==> src/rtl/timer_set_ctrl.sv <==
// Time-set controller: sequences day/hour/min/sec editing, gates the BCD counter chain and loads the edited time.
// Optional macro TIMER_SET_AUTOEXIT_EN adds an idle timeout that drops back to RUN without loading.
`timescale 1ns/1ps
module timer_set_ctrl #(
    parameter int BLINK_DIV   = 25_000_000,
    parameter int TIMEOUT_CYC = 500_000_000
) (
    input  logic       clk,
    input  logic       rst,
    input  logic       btn_mode,
    input  logic       btn_inc,
    input  logic       btn_dec,
    input  logic [3:0] cur_day,
    input  logic [3:0] cur_hour_h,
    input  logic [3:0] cur_hour_l,
    input  logic [3:0] cur_min_h,
    input  logic [3:0] cur_min_l,
    input  logic [3:0] cur_sec_h,
    input  logic [3:0] cur_sec_l,
    output logic       run_en,
    output logic       load,
    output logic [3:0] ld_day,
    output logic [3:0] ld_hour_h,
    output logic [3:0] ld_hour_l,
    output logic [3:0] ld_min_h,
    output logic [3:0] ld_min_l,
    output logic [3:0] ld_sec_h,
    output logic [3:0] ld_sec_l,
    output logic [3:0] field_sel,
    output logic       blink
);

    typedef enum logic [2:0] {RUN, SET_DAY, SET_HOUR, SET_MIN, SET_SEC, APPLY} state_t;

    localparam int BW = (BLINK_DIV > 1) ? $clog2(BLINK_DIV) : 1;
    localparam logic [BW-1:0] BLINK_LAST = BW'(BLINK_DIV - 1);

    state_t state, next_state;
    logic [BW-1:0] blink_cnt;
    logic [3:0] e_day;
    logic [7:0] e_hour, e_min, e_sec;
    logic any_btn, edit_ev, idle_exp;

    function automatic logic is_set(input state_t s);
        return (s == SET_DAY) || (s == SET_HOUR) || (s == SET_MIN) || (s == SET_SEC);
    endfunction

    function automatic logic [3:0] sel_of(input state_t s);
        case (s)
            SET_DAY:  return 4'b1000;
            SET_HOUR: return 4'b0100;
            SET_MIN:  return 4'b0010;
            SET_SEC:  return 4'b0001;
            default:  return 4'b0000;
        endcase
    endfunction

    function automatic logic [3:0] day_step(input logic [3:0] v, input logic up);
        if (up)
            return (v >= 4'd9) ? 4'd0 : v + 4'd1;
        return (v == 4'd0) ? 4'd9 : v - 4'd1;
    endfunction

    // Two-digit BCD step with wrap at 00 / top (top is BCD, e.g. 8'h23 or 8'h59).
    function automatic logic [7:0] pair_step(input logic [7:0] v, input logic up, input logic [7:0] top);
        if (up) begin
            if (v == top)          return 8'h00;
            if (v[3:0] == 4'd9)    return {v[7:4] + 4'd1, 4'd0};
            return {v[7:4], v[3:0] + 4'd1};
        end
        if (v == 8'h00)            return top;
        if (v[3:0] == 4'd0)        return {v[7:4] - 4'd1, 4'd9};
        return {v[7:4], v[3:0] - 4'd1};
    endfunction

    // With a legal low digit, raw byte compare matches numeric BCD order.
    function automatic logic [7:0] pair_clamp(input logic [7:0] v, input logic [7:0] top);
        return (v[3:0] <= 4'd9 && v <= top) ? v : 8'h00;
    endfunction

    assign any_btn = btn_mode | btn_inc | btn_dec;
    assign edit_ev = is_set(state) & ~btn_mode & (btn_inc | btn_dec);

`ifdef TIMER_SET_AUTOEXIT_EN
    localparam int TW = (TIMEOUT_CYC > 1) ? $clog2(TIMEOUT_CYC) : 1;
    localparam logic [TW-1:0] IDLE_LAST = TW'(TIMEOUT_CYC - 1);
    logic [TW-1:0] idle_cnt;

    assign idle_exp = is_set(state) && !any_btn && (idle_cnt == IDLE_LAST);

    always_ff @(posedge clk) begin
        if (rst)
            idle_cnt <= '0;
        else if (!is_set(next_state) || next_state != state || any_btn)
            idle_cnt <= '0;
        else
            idle_cnt <= idle_cnt + TW'(1);
    end
`else
    assign idle_exp = 1'b0;
`endif

    always_comb begin
        next_state = state;
        case (state)
            RUN:      if (btn_mode) next_state = SET_DAY;
            SET_DAY:  if (btn_mode) next_state = SET_HOUR;
            SET_HOUR: if (btn_mode) next_state = SET_MIN;
            SET_MIN:  if (btn_mode) next_state = SET_SEC;
            SET_SEC:  if (btn_mode) next_state = APPLY;
            APPLY:    next_state = RUN;
            default:  next_state = RUN;
        endcase
        if (idle_exp)
            next_state = RUN;
    end

    always_ff @(posedge clk) begin
        if (rst) begin
            state     <= RUN;
            run_en    <= 1'b0;
            load      <= 1'b0;
            field_sel <= 4'b0000;
            blink     <= 1'b0;
            blink_cnt <= '0;
        end else begin
            state     <= next_state;
            run_en    <= (next_state == RUN);
            load      <= (next_state == APPLY);
            field_sel <= sel_of(next_state);
            if (!is_set(next_state) || next_state != state || edit_ev) begin
                blink_cnt <= '0;
                blink     <= 1'b0;
            end else if (blink_cnt == BLINK_LAST) begin
                blink_cnt <= '0;
                blink     <= ~blink;
            end else begin
                blink_cnt <= blink_cnt + BW'(1);
            end
        end
    end

    always_ff @(posedge clk) begin
        if (rst) begin
            e_day  <= 4'd0;
            e_hour <= 8'h00;
            e_min  <= 8'h00;
            e_sec  <= 8'h00;
        end else if (state == RUN && btn_mode) begin
            e_day  <= (cur_day <= 4'd9) ? cur_day : 4'd0;
            e_hour <= pair_clamp({cur_hour_h, cur_hour_l}, 8'h23);
            e_min  <= pair_clamp({cur_min_h, cur_min_l}, 8'h59);
            e_sec  <= pair_clamp({cur_sec_h, cur_sec_l}, 8'h59);
        end else if (edit_ev && (btn_inc ^ btn_dec)) begin
            case (state)
                SET_DAY:  e_day  <= day_step(e_day, btn_inc);
                SET_HOUR: e_hour <= pair_step(e_hour, btn_inc, 8'h23);
                SET_MIN:  e_min  <= pair_step(e_min, btn_inc, 8'h59);
                SET_SEC:  e_sec  <= pair_step(e_sec, btn_inc, 8'h59);
                default:  ;
            endcase
        end
    end

    always_ff @(posedge clk) begin
        if (rst) begin
            ld_day    <= 4'd0;
            ld_hour_h <= 4'd0;
            ld_hour_l <= 4'd0;
            ld_min_h  <= 4'd0;
            ld_min_l  <= 4'd0;
            ld_sec_h  <= 4'd0;
            ld_sec_l  <= 4'd0;
        end else if (next_state == APPLY) begin
            ld_day                 <= e_day;
            {ld_hour_h, ld_hour_l} <= e_hour;
            {ld_min_h, ld_min_l}   <= e_min;
            {ld_sec_h, ld_sec_l}   <= e_sec;
        end
    end

endmodule
==> config.mk <==
export PLATFORM = sky130hd
export DESIGN_NAME = timer_set_ctrl
export DESIGN_NICKNAME = d
export VERILOG_FILES = /design/src/rtl/timer_set_ctrl.sv
export SDC_FILE = /design/constraint.sdc
export NUM_CORES = 1
export LEC_CHECK = 0
export ABC_AREA = 1
export BUFFER_PORTS_ARGS = -buffer_cell sky130_fd_sc_hd__buf_4
export CORE_MARGIN = 2
export CORE_UTILIZATION = 50
export CTS_CLUSTER_DIAMETER = 60
export DETAILED_ROUTE_END_ITERATION = 10
export HOLD_SLACK_MARGIN = 0.12
export MAX_ROUTING_LAYER = met4
export PLACE_DENSITY = 0.78
export SKIP_LAST_GASP = 1
export SYNTH_ARGS = -nofsm -noshare
export SYNTH_HDL_FRONTEND = slang
export SYNTH_SLANG_ARGS = --single-unit
==> constraint.sdc <==
create_clock -name clk -period 2.13 [get_ports clk]
set_input_delay 0.3195 -clock clk [delete_from_list [all_inputs] [get_ports clk]]
set_output_delay 0.3195 -clock clk [all_outputs]
set_load 0.05 [all_outputs]
# ---- After elaboration in Yosys (flattened, before gate mapping)
# Cells that the tools add are included.
# W data, S select, Z words.
dict set report classes {
  eq_ne 17
  order_cmp 8
  reduce_logical 40
  bitwise_logic 6
  n_addsub 15
  mux 152
}
# op count
set ops {}
lappend ops {{$mux W8} 42}
lappend ops {{$mux W1} 95}
lappend ops {{$mux W4} 8}
lappend ops {{$add A4 B1 Y4 const B} 7}
lappend ops {{$sub A4 B1 Y4 const B} 7}
lappend ops {{$add A25 B1 Y25 const B} 1}
lappend ops {{$eq A25 B25 Y1 const B} 1}
lappend ops {{$logic_not A8 Y1} 3}
lappend ops {{$eq A8 B7 Y1 const B} 2}
lappend ops {{$le A4 B4 Y1 const B} 4}
lappend ops {{$le A8 B7 Y1 const B} 2}
lappend ops {{$logic_not A4 Y1} 4}
lappend ops {{$pmux W4 S4} 1}
lappend ops {{$mux W3} 5}
lappend ops {{$pmux W3 S5} 1}
lappend ops {{$eq A3 B2 Y1 const B} 4}
lappend ops {{$eq A4 B4 Y1 const B} 3}
lappend ops {{$reduce_bool A4 Y1} 3}
lappend ops {{$reduce_bool A2 Y1} 5}
lappend ops {{$eq A3 B3 Y1 const B} 3}
lappend ops {{$reduce_and A3 Y1} 3}
lappend ops {{$eq A8 B6 Y1 const B} 1}
lappend ops {{$le A8 B6 Y1 const B} 1}
lappend ops {{$logic_or A1 B1 Y1} 8}
lappend ops {{13 further kinds} 24}
dict set report totals {
  word_cells 258
  out_inout_bits 35
  inputBits 33
  ff_bits 91
}

# ---- Longest topological paths before layout
# Gate-level depths: netlist (run 1).
dict set report depth {
  ltp_word 27
  depth_mapped 12
  depth_no_buf 11
}

# ---- Worst setup path after synthesis (run 1)
# No wires, ideal clock.
dict set report synth_timing {
  path_kind {input to register}
  start {input btn_inc}
  end {register e_sec[5]}
  path_buffers 1
  t_required_ps 2021
  path_slack_ps 345
  arrival_ps 1676
  path_stages 12
  cell_sequence {buf_2 -> inv_1 -> ha_1 -> nand2_1 -> nor2_1 -> nand2_1 -> nand2_1 -> inv_2 -> nor2_2 -> nand4_1 -> nand2_1 -> inv_1}
}
dict set report synth_between {
  elab_chain_cells 9
}
# item line
set synth_rtl {}
lappend synth_rtl {{start: declaration} 11} ;# input logic btn_inc,
lappend synth_rtl {{$mux W1} 66} ;# if (up) begin
lappend synth_rtl {{$mux W1} 155} ;# case (state)
lappend synth_rtl {{$mux W1} 154} ;# end else if (edit_ev && (btn_inc ^ btn_dec)) begin
lappend synth_rtl {{$mux W1} 149} ;# end else if (state == RUN && btn_mode) begin
lappend synth_rtl {{$mux W1} 144} ;# if (rst) begin
lappend synth_rtl {{$mux W8} 71} ;# if (v == 8'h00) return top;
lappend synth_rtl {{$mux W8} 155}
lappend synth_rtl {{$mux W8} 154}
lappend synth_rtl {{$mux W8} 149}
lappend synth_rtl {{end signal: assignment} 153} ;# e_sec <= pair_clamp({cur_sec_h, cur_sec_l}, 8'h59);
lappend synth_rtl {{end signal: assignment} 159} ;# SET_SEC: e_sec <= pair_step(e_sec, btn_inc, 8'h59);
lappend synth_rtl {{end: declaration} 41} ;# logic [7:0] e_hour, e_min, e_sec;
# Several ways; a longest one is shown, not always the timed one. The select of a mux whose other input is x is not followed.
# A chain may end at the register's enable or synchronous reset.

# ---- Final worst setup path (run 1)
dict set report layout_timing {
  start {register state[2]}
  end {register e_hour[4]}
}
dict set report layout_between {
  elab_chain_cells 9
}
# item line
set layout_rtl {}
lappend layout_rtl {{start: declaration} 38} ;# state_t state, next_state;
lappend layout_rtl {{start signal: assignment} 127} ;# state <= next_state;
lappend layout_rtl {{$eq A3 B1 Y1 / $eq A3 B2 Y1 (equally long branches)} {45, 155}}
lappend layout_rtl {{$logic_or A1 B1 Y1 (3 in series)} 45} ;# return (s == SET_DAY) || (s == SET_HOUR) || (s == SET_MIN) || (s == SET_SEC);
lappend layout_rtl {{$and A1 B1 Y1 (2 in series)} 82} ;# assign edit_ev = is_set(state) & ~btn_mode & (btn_inc | btn_dec);
lappend layout_rtl {{$logic_and A1 B1 Y1} 154}
lappend layout_rtl {{$reduce_bool A2 Y1 (no source line)} n/a}
lappend layout_rtl {{$reduce_and A3 Y1 (no source line)} n/a}
lappend layout_rtl {{end signal: assignment} 151} ;# e_hour <= pair_clamp({cur_hour_h, cur_hour_l}, 8'h23);
lappend layout_rtl {{end signal: assignment} 157} ;# SET_HOUR: e_hour <= pair_step(e_hour, btn_inc, 8'h23);
lappend layout_rtl {{end: declaration} 41}
# Several ways; a longest one is shown, not always the timed one.

==> flow_summary.toml, run 1 <==
[drt]
ant_nets = 0
wl_per_cell_um = 12.85
vias_per_cell = 5.246
initialDrtViolationCount = 393
via_count = 5361
drc = 0
first_pass_iters = 5
drt_wl_total_um = 13130

[setup_path]
critPathCapture = "e_hour[4]$_SDFFE_PP0P_"
cp.required_ns = 2.44
reg2reg_to = "e_hour[4]$_SDFFE_PP0P_"
cpMostUsedCell = "nand2_1"
cp-startpoint = "state[2]$_SDFF_PP0_"
endpoint_kind = "register"
path_cells = "inv_1 > nand3_4 > nand2_2 > inv_1 > nand2_1 > nand3_4 > nand2_1 > nand2_1 > nor2_1"
path_max_fanout = 19
reg2reg_depth = 9
path_class = "reg2reg"
crit_slowest_cell = "dfxtp_1"
cp-start-kind = "register"
critical_path_arrival_ns = 2.14
max_stage_delay_ns = 0.35
rr_startpoint = "state[2]$_SDFF_PP0_"
r2r_slack_ns = 0.30

[power_and_ir_drop]
p_clk_frac = 0.279
p_leak_uw = 0.002692
ir_drop_mv = 0.3915
power_frac_comb = 0.222
intPower_uw = 2496
power_frac_seq = 0.499
swShare = 0.3354
netSwitchingPower_uw = 1260
p_total_uw = 3755
power.density_nw_per_um2 = 607.7

[hold_path]
hold_class = "in2reg"

[sta]
worstMarginPinSlew_ns = 0.5418
max_clock_freq_mhz = 547.5
grt_setup_unrepaired = "false"
fin_crit_ns = 1.827
setup_viol = 0
hold_viol_final = 0
post-route-period-util = 0.8575
skew_ns = 0.008346
setup-tns-final_ns = 0
slew_headroom = 0.6350
finalMaxSlewViolations = 0

[clocking]
hold_buffers = 0
clkLatencyLatePin_ns = 0.38
cts_max_path_buffers = 2
cts_tree = "done"
h-tree-depth = 3
cts_buffers = 9
cts_setup_buffers = 0
cts.sinks = 91
clockRootBuffer = "clkbuf_8"
clk_pin_slew_ns = 0.09
cts_resized = 0

[synthesis]
seq_area_frac_synth = 0.3403
avgSynthCellArea_um2 = 6.568
synth-seq-cells = 91
ys_types = 34
synth_area_um2 = 5353
synth_nets = 873
synth_cells = 815
yosysWarnings = 0

[outcome]
outcome = "finished clean"

[finish]
layout_commonest_cell = "nand2_1"
area_growth_pct = 15.45
fill_cells = 994
fin_nets = 940
num_antenna_cells = 0
drive_above_1_share = 0.1287
multiInputGateArea_um2 = 3108
final_cell_mix = "nand2_1 (198), nor2_1 (106), nand3_1 (101), dfxtp_1 (91)"
seq_area_um2 = 1822

[global_routing]
grt_first_pass_wirelength_um = 22210
use_met2 = 0.3707
grt_pass1_vias = 4779
track_usage = 0.2454
antenna_found_initial = 0
gr-usage-met1 = 0.3393
met3_usage = 0.04056
grt.busiest_layer = "met2"
overflow = 0
grt_max_degree = 39

[placed_design]
gp_congestion = 0.9314
hpwl_um = 9751
port_buffers = 67

[die]
core_um2 = 10370
fp.dieW_um = 107.5
die_y_um = 107.5
die-area_um2 = 11550
rows = 37
io-pin-count = 68
start_util = 0.5162

[job]
cap_violations = 0
synth_stat cells, drive strengths merged:
master    n  area (um^2)
and3      3        18.77
dfxtp    91         1822
nor2    114        455.4
o31ai     2        15.01
or2       4        25.03
o21ai    42        210.2
or3       1        6.260
nor3     17        85.08
nor3b     1        7.510
xnor2     8        70.07
nand3   104        550.5
nand2   201        762.0
clkbuf    8        30.03
o22ai     2        12.51
o211ai    1        7.510
a21oi    51        255.2
nand3b    3        22.52
xor2     18        157.7
buf      16        87.58
a31oi     2        12.51
nand4    19        118.9
ha       25        312.8
inv      82        307.8
through the flow:
stage / hold slack [ns] / util / setup WS [ns] / cell area, um^2 / std cells
floorplan: 0.3995 / - / 0.3451 / 5353 / 815
global placement: 0.4339 / 0.5806 / 0.2997 / 6021 / 1007
detailed placement: 0.4453 / 0.5806 / 0.2541 / 6021 / 1007
CTS: 0.2238 / 0.5959 / 0.3139 / 6180 / 1022
global route: 0.2565 / 0.5959 / 0.1467 / 6180 / 1022
finish: 0.2328 / 0.5959 / 0.3035 / 6180 / 1022
how the worst min path moves through the flow:
stage	startpoint	end	slack, ns	depth (start not counted)
2_1_floorplan	rst	state[0]$_SDFF_PP0_	0.40	1
3_5_place_dp	blink_cnt[0]$_SDFF_PP0_	blink_cnt[0]$_SDFF_PP0_	0.45	1
6_report	cur_day[0]	e_day[0]$_SDFFE_PP0P_	0.23	3
5_1_grt	cur_day[0]	e_day[0]$_SDFFE_PP0P_	0.26	3
4_1_cts	cur_day[0]	e_day[0]$_SDFFE_PP0P_	0.22	3
3_3_place_gp	blink_cnt[0]$_SDFF_PP0_	blink_cnt[0]$_SDFF_PP0_	0.43	1
state kept, by name (all words and copies together), names as in the netlist:
register	flops
load	1
e_sec	8
state	3
e_hour	8
e_min	8
blink_cnt	25
blink	1
ld_hour_h	4
field_sel	4
ld_day	4
ld_hour_l	4
ld_sec_l	4
ld_min_l	4
e_day	4
run_en	1
ld_min_h	4
ld_sec_h	4
layer usage:
metal / vias to the layer above / wire length, um
met5: - / 0
met4: 0 / 191
met3: 17 / 711
met2: 153 / 5667
met1: 2399 / 6563
li1: 2792 / -
kinds of logic after synthesis:
group                      share of synthesized area
and+or+nand+nor                               0.3834
adders and majority gates                    0.05844
DFF                                           0.3403
buffers and inverters                        0.07947
AOI/OAI and AO/OA                            0.09584
xor gates and xnor gates                     0.04254
power by group through the flow:
stage | clock network (uW) | logic [uW] | registers [uW]
after global placement | 0 | 816 | 1910
after global routing | 1140 | 957 | 1890
after CTS | 1070 | 828 | 1870
after detailed placement | 0 | 822 | 1910
after floorplan | 0 | 612 | 1900
final | 1050 | 835 | 1870
layout make-up:
| cell class | instances | share of cell area |
|---|---|---|
| multi-input cells | 618 | 0.5029 |
| flip-flops and latches | 91 | 0.2948 |
| repair buffers | 80 | 0.09921 |
| inverters | 82 | 0.04981 |
| well taps | 136 | 0.02754 |
| clock buffers | 10 | 0.02065 |
| clock inverters | 5 | 0.005062 |
critical path: cells and delay by family, from the launching register on:
| kind | cells | cell delay, ns |
|---|---|---|
| buf+inv | 2 | 0.35 |
| flops | 1 | 0.35 |
| simple gates | 7 | 1.06 |
Note: power is estimated with default switching activity, not from simulation.
==> run 2, diff against run 1 <==
--- a/config.mk
+++ b/config.mk
@@ -7,13 +7,15 @@
 export LEC_CHECK = 0
 export ABC_AREA = 1
 export BUFFER_PORTS_ARGS = -buffer_cell sky130_fd_sc_hd__buf_4
+export CELL_PAD_IN_SITES_DETAIL_PLACEMENT = 1
+export CELL_PAD_IN_SITES_GLOBAL_PLACEMENT = 1
 export CORE_MARGIN = 2
-export CORE_UTILIZATION = 50
+export CORE_UTILIZATION = 41
 export CTS_CLUSTER_DIAMETER = 60
 export DETAILED_ROUTE_END_ITERATION = 10
 export HOLD_SLACK_MARGIN = 0.12
 export MAX_ROUTING_LAYER = met4
-export PLACE_DENSITY = 0.78
+export PLACE_DENSITY = 0.88
 export SKIP_LAST_GASP = 1
 export SYNTH_ARGS = -nofsm -noshare
 export SYNTH_HDL_FRONTEND = slang
==> run 2 against run 1 <==
Routed wire length grew 22%. Sequential power is essentially flat. Hold slack gained 0.035 ns. Total power grew 18%. Combinational power grew 2%. Core utilization shrank 9.5 points. Global-route usage shrank 0.53 points. Via count grew 3.0%. Highest routed layer unchanged.
==> flow_summary.toml, run 2 (synthesized netlist as in run 1, its figures left out) <==
[outcome]
outcome = "finished clean"

[clocking]
hold_buffers = 0
cts_setup_buffers = 0
clkLatencyLatePin_ns = 0.35
cts.sinks = 91
cts_buffers = 9
cts_max_path_buffers = 2
clk_pin_slew_ns = 0.06
clockRootBuffer = "clkbuf_16"
cts_tree = "done"
h-tree-depth = 3
cts_resized = 0

[finish]
area_growth_pct = 18.61
num_antenna_cells = 0
registers.top_by_ff_count = "blink_cnt"
final_cells = 1056
fin_nets = 937
final_cell_mix = "nand2_1 (198), nor2_1 (106), nand3_1 (101), dfxtp_1 (91), inv_1 (79)"
drive_above_1_share = 0.1267
largest_reg_flops = 25
layout_commonest_cell = "nand2_1"

[sta]
hold_viol_final = 0
post-route-period-util = 0.8544
setup_viol = 0
slew_headroom = 0.6162
worstMarginPinSlew_ns = 0.5696
max_clock_freq_mhz = 549.5
setup-tns-final_ns = 0
finalMaxSlewViolations = 0
fin_crit_ns = 1.820
skew_ns = 0.009034
grt_setup_unrepaired = "false"

[global_routing]
overflow = 0
grt_first_pass_wirelength_um = 26750
grt_pass1_vias = 5494
track_usage = 0.2401
antenna_found_initial = 0
grt_max_degree = 39

[power_and_ir_drop]
power.density_nw_per_um2 = 695.5
p_leak_uw = 0.002747
ir_drop_mv = 0.3127

[hold_path]
holdPathEnd = "e_day[0]$_SDFFE_PP0P_"
min_from = "cur_day[0]"
hold_class = "in2reg"
hold_depth = 3

[setup_path]
cp-start-kind = "register"
path_class = "reg2reg"
reg2reg_depth = 11
cp.required_ns = 2.37
r2r_slack_ns = 0.31
critical_path_arrival_ns = 2.06
rr_startpoint = "blink_cnt[0]$_SDFF_PP0_"
reg2reg_to = "blink_cnt[21]$_SDFF_PP0_"
endpoint_kind = "register"
crit_slowest_cell = "dfxtp_1"
path_cells = "ha_1 > nand2_1 > inv_1 > nand2_1 > inv_1 > nand2_1 > nor2_1 > nand2_1 > nand2_1 > buf_12 > a21oi_1"
path_max_fanout = 24
max_stage_delay_ns = 0.35
cpMostUsedCell = "nand2_1"

[placed_design]
dp.cells = 1040
port_buffers = 67
hpwl_um = 11920
gp_congestion = 0.8889

[drt]
initialDrtViolationCount = 320
met2_wirelength_um = 7903
via_count = 5522
vias_per_cell = 5.229
first_pass_iters = 5
drc = 0
routed.top_layer = "met4"
met1Wirelength_um = 7351
drt_wl_total_um = 16070
wl_met3_um = 518
wl_per_cell_um = 15.22
ant_nets = 0

[die]
rows = 41
io-pin-count = 68
fp.dieW_um = 118.3
die-area_um2 = 13990
die_y_um = 118.3
start_util = 0.4224
core_um2 = 12670

[job]
cap_violations = 0
## run 2: cell types whose count changed in the layout (fill, tap and decap cells not counted), sizes merged
cell,previous run,this run
bufinv,0,1
buf,80,77
clkbuf,10,12
clkinv,4,3
clkinvlp,1,0
## run 2: report_power, final
group	total (uW)	leakage, uW	internal, uW	switching [uW]
combinational	854	0.00186	307	547
sequential	1890	0.000739	1770	117
clock	1670	0.000153	973	701
total	4420	0.00275	3050	1360
## run 2: layer usage
| metal | track usage | vias up |
|---|---|---|
| li1 | - | 2777 |
| met1 | 0.2986 | 2631 |
| met2 | 0.4003 | 94 |
| met3 | 0.03041 | 20 |
| met4 | 0.08509 | 0 |
| met5 | - | - |
## run 2: cell type report
class / count / area, um^2
clock buffers: 12 / 256.5
clock inverters: 4 / 48.80
fillers: 1699 / 6322
inverters: 82 / 307.8
multi-input cells: 618 / 3108
flip-flops and latches: 91 / 1822
well taps: 172 / 215.2
repair buffers: 77 / 590.6
## run 2: worst max path at each step
stage / from / to / cells past startpoint
CTS: blink_cnt[0]$_SDFF_PP0_ / blink_cnt[21]$_SDFF_PP0_ / 11
global placement: btn_inc / e_sec[5]$_SDFFE_PP0P_ / 12
global route: state[2]$_SDFF_PP0_ / e_min[0]$_SDFFE_PP0P_ / 7
finish: blink_cnt[0]$_SDFF_PP0_ / blink_cnt[21]$_SDFF_PP0_ / 11
floorplan: btn_inc / e_sec[5]$_SDFFE_PP0P_ / 12
detailed placement: btn_inc / e_min[4]$_SDFFE_PP0P_ / 11
## run 2: through the flow
stage | util | total power (uW) | cell area (um^2) | setup slack (ns) | hold WS, ns
after global routing | 0.5010 | 4647 | 6349 | 0.1612 | 0.2904
final | 0.5010 | 4416 | 6349 | 0.3101 | 0.2681
after global placement | 0.4769 | 2736 | 6043 | 0.2622 | 0.4279
after detailed placement | 0.4769 | 2766 | 6043 | 0.1597 | 0.4345
after floorplan | - | 2508 | 5353 | 0.3451 | 0.3995
after CTS | 0.5010 | 4434 | 6349 | 0.2920 | 0.2685
## run 2: critical path, delay by kind of cell, from the launching register on
kind                     cells  cell delay [ns]
AND/OR/NAND/NOR              6             0.71
flip-flops                   1             0.35
buffers and inverters        3             0.39
adder cells (fa/ha/maj)      1             0.17
AO/OA/AOI/OAI                1             0.07
==> run 3, diff against run 2 <==
--- a/config.mk
+++ b/config.mk
@@ -7,8 +7,10 @@
 export LEC_CHECK = 0
 export ABC_AREA = 1
 export BUFFER_PORTS_ARGS = -buffer_cell sky130_fd_sc_hd__buf_4
+export CAP_MARGIN = 20
 export CELL_PAD_IN_SITES_DETAIL_PLACEMENT = 1
 export CELL_PAD_IN_SITES_GLOBAL_PLACEMENT = 1
+export CORE_ASPECT_RATIO = 1.5
 export CORE_MARGIN = 2
 export CORE_UTILIZATION = 41
 export CTS_CLUSTER_DIAMETER = 60
==> constraint.sdc (replaced) <==
create_clock -name clk -period 2.13 [get_ports clk]
set_input_delay 0 -clock clk [delete_from_list [all_inputs] [get_ports clk]]
set_output_delay 0 -clock clk [all_outputs]
set_load 0.05 [all_outputs]
==> run 3 against run 2 <==
Cell count is 0.95% higher. Sequential power barely moved. Combinational power rose by 8.8%. Non-clock buffer count increased by 24. Design area rose by 3.5%. Largest power group unchanged. Highest routed layer unchanged.
==> flow_summary.toml, run 3 (synthesized netlist as in run 1, its figures left out) <==
[outcome]
outcome = "finished clean"

[sta]
fin_crit_ns = 1.938
setup-tns-final_ns = 0
max_clock_freq_mhz = 516.0
worstMarginPinSlew_ns = 0.5397
slew_headroom = 0.6364
setup_viol = 0
post-route-period-util = 0.9099
finalMaxSlewViolations = 0
grt_setup_unrepaired = "false"
skew_ns = 0.01120
hold_viol_final = 0

[setup_path]
cp-startpoint = "state[0]$_SDFF_PP0_"
critical_path_arrival_ns = 2.23
crit_slowest_cell = "dlygate4sd3_1"
cpMostUsedCell = "nor2_1"
endpoint_kind = "register"
max_stage_delay_ns = 0.56
cp.required_ns = 2.42
cp-start-kind = "register"
reg2reg_to = "e_day[0]$_SDFFE_PP0P_"
path_max_fanout = 7
r2r_slack_ns = 0.19
path_class = "reg2reg"
path_cells = "nor2_1 > nor2_1 > nand2_1 > nor2_1 > o21ai_0 > a21oi_1 > dlygate4sd3_1"
rr_startpoint = "state[0]$_SDFF_PP0_"
reg2reg_depth = 7

[clocking]
cts_max_path_buffers = 2
clkLatencyLatePin_ns = 0.35
cts_tree = "done"
cts.sinks = 91
clk_pin_slew_ns = 0.07
cts_buffers = 9
h-tree-depth = 3
clockRootBuffer = "clkbuf_16"

[drt]
wl_per_cell_um = 16.25
drt_wl_total_um = 17320
drc = 0
initialDrtViolationCount = 177
via_count = 5740
vias_per_cell = 5.385
first_pass_iters = 6
ant_nets = 0

[power_and_ir_drop]
p_leak_uw = 0.002828
p_total_uw = 4458
power.density_nw_per_um2 = 678.7
ir_drop_mv = 0.3966

[hold_path]
min_from = "btn_mode"
holdPathEnd = "ld_min_l[3]$_SDFFE_PP0P_"
hold_class = "in2reg"
hold_depth = 3

[global_routing]
gr-usage-met1 = 0.2556
track_usage = 0.2585
grt_max_degree = 40
met3_usage = 0.03113
antenna_found_initial = 0
overflow = 0
grt_pass1_vias = 6083
grt.busiest_layer = "met2"
use_met2 = 0.5022
grt_first_pass_wirelength_um = 28610

[placed_design]
gp_congestion = 0.9645
port_buffers = 67
hpwl_um = 12500

[die]
core_um2 = 12890
io-pin-count = 68
fp.dieW_um = 97.29
die-area_um2 = 14000
rows = 51
start_util = 0.4153
die_y_um = 143.9

[finish]
final_cell_mix = "nand2_1 (198), nor2_1 (105), nand3_1 (101), dfxtp_1 (89), inv_1 (79)"
layout_commonest_cell = "nand2_1"
drive_above_1_share = 0.1257
largest_reg_flops = 25
registers.top_by_ff_count = "blink_cnt"
fin_nets = 961
area_growth_pct = 22.72
num_antenna_cells = 0

[job]
cap_violations = 0
==> run 3: final cells by class <==
type / count / area [um^2]
clock buffers: 9 / 225.2
multi-input cells: 618 / 3118
well taps: 159 / 198.9
inverters: 82 / 307.8
clock inverters: 6 / 71.32
flip-flops and latches: 91 / 1824
fillers: 1754 / 6321
repair buffers: 101 / 823.3
==> run 3: how the worst max path moves through the flow <==
stage | depth (start not counted) | end | slack (ns)
detailed placement | 8 | e_sec[5]$_SDFFE_PP0P_ | 0.29
finish | 7 | e_day[0]$_SDFFE_PP0P_ | 0.19
CTS | 9 | e_day[0]$_SDFFE_PP0P_ | 0.08
global placement | 10 | e_sec[5]$_SDFFE_PP0P_ | 0.37
floorplan | 11 | blink_cnt[19]$_SDFF_PP0_ | 0.61
global route | 7 | e_day[0]$_SDFFE_PP0P_ | 0.02
==> run 3: repair_timing <==
item                                    in CTS  in global routing
buffers inserted                             0                  0
endpoints found under the setup margin       0                  1
endpoints found under the hold margin       43                  0
resized for setup                            0                  6
hold buffers                                26                  0
==> run 3: where the power goes <==
| part | switching, uW | internal, uW | leakage [uW] |
|---|---|---|---|
| Combinational | 586 | 343 | 0.00195 |
| Clock | 725 | 916 | 0.000139 |
| Sequential | 117 | 1770 | 0.000740 |
| Total | 1430 | 3030 | 0.00283 |
==> run 3: metrics by stage <==
stage	cell area [um^2]	worst slack, ns	cells	hold WS, ns	utilization
after global routing	6569	0.01915	1066	0.1626	0.5096
after floorplan	5353	0.6095	815	0.08002	-
after detailed placement	6000	0.2875	1025	0.3040	0.4654
after global placement	6000	0.3672	1025	0.3053	0.4654
final	6569	0.1919	1066	0.1464	0.5096
after CTS	6556	0.07814	1066	0.1439	0.5086
==> run 3: layer usage <==
layer  routed length [um]  share of wire
met2                 9592           0.55
met5                    0              0
met4                  682          0.039
met1                 6482           0.37
met3                  562          0.032
==> run 3: critical path, delay by kind of cell, from the launching register on <==
kind / cells / cell delay (ns)
AND/OR/NAND/NOR: 4 / 0.60
buffers and inverters: 1 / 0.56
flip-flops: 1 / 0.46
AO/OA/AOI/OAI: 2 / 0.26
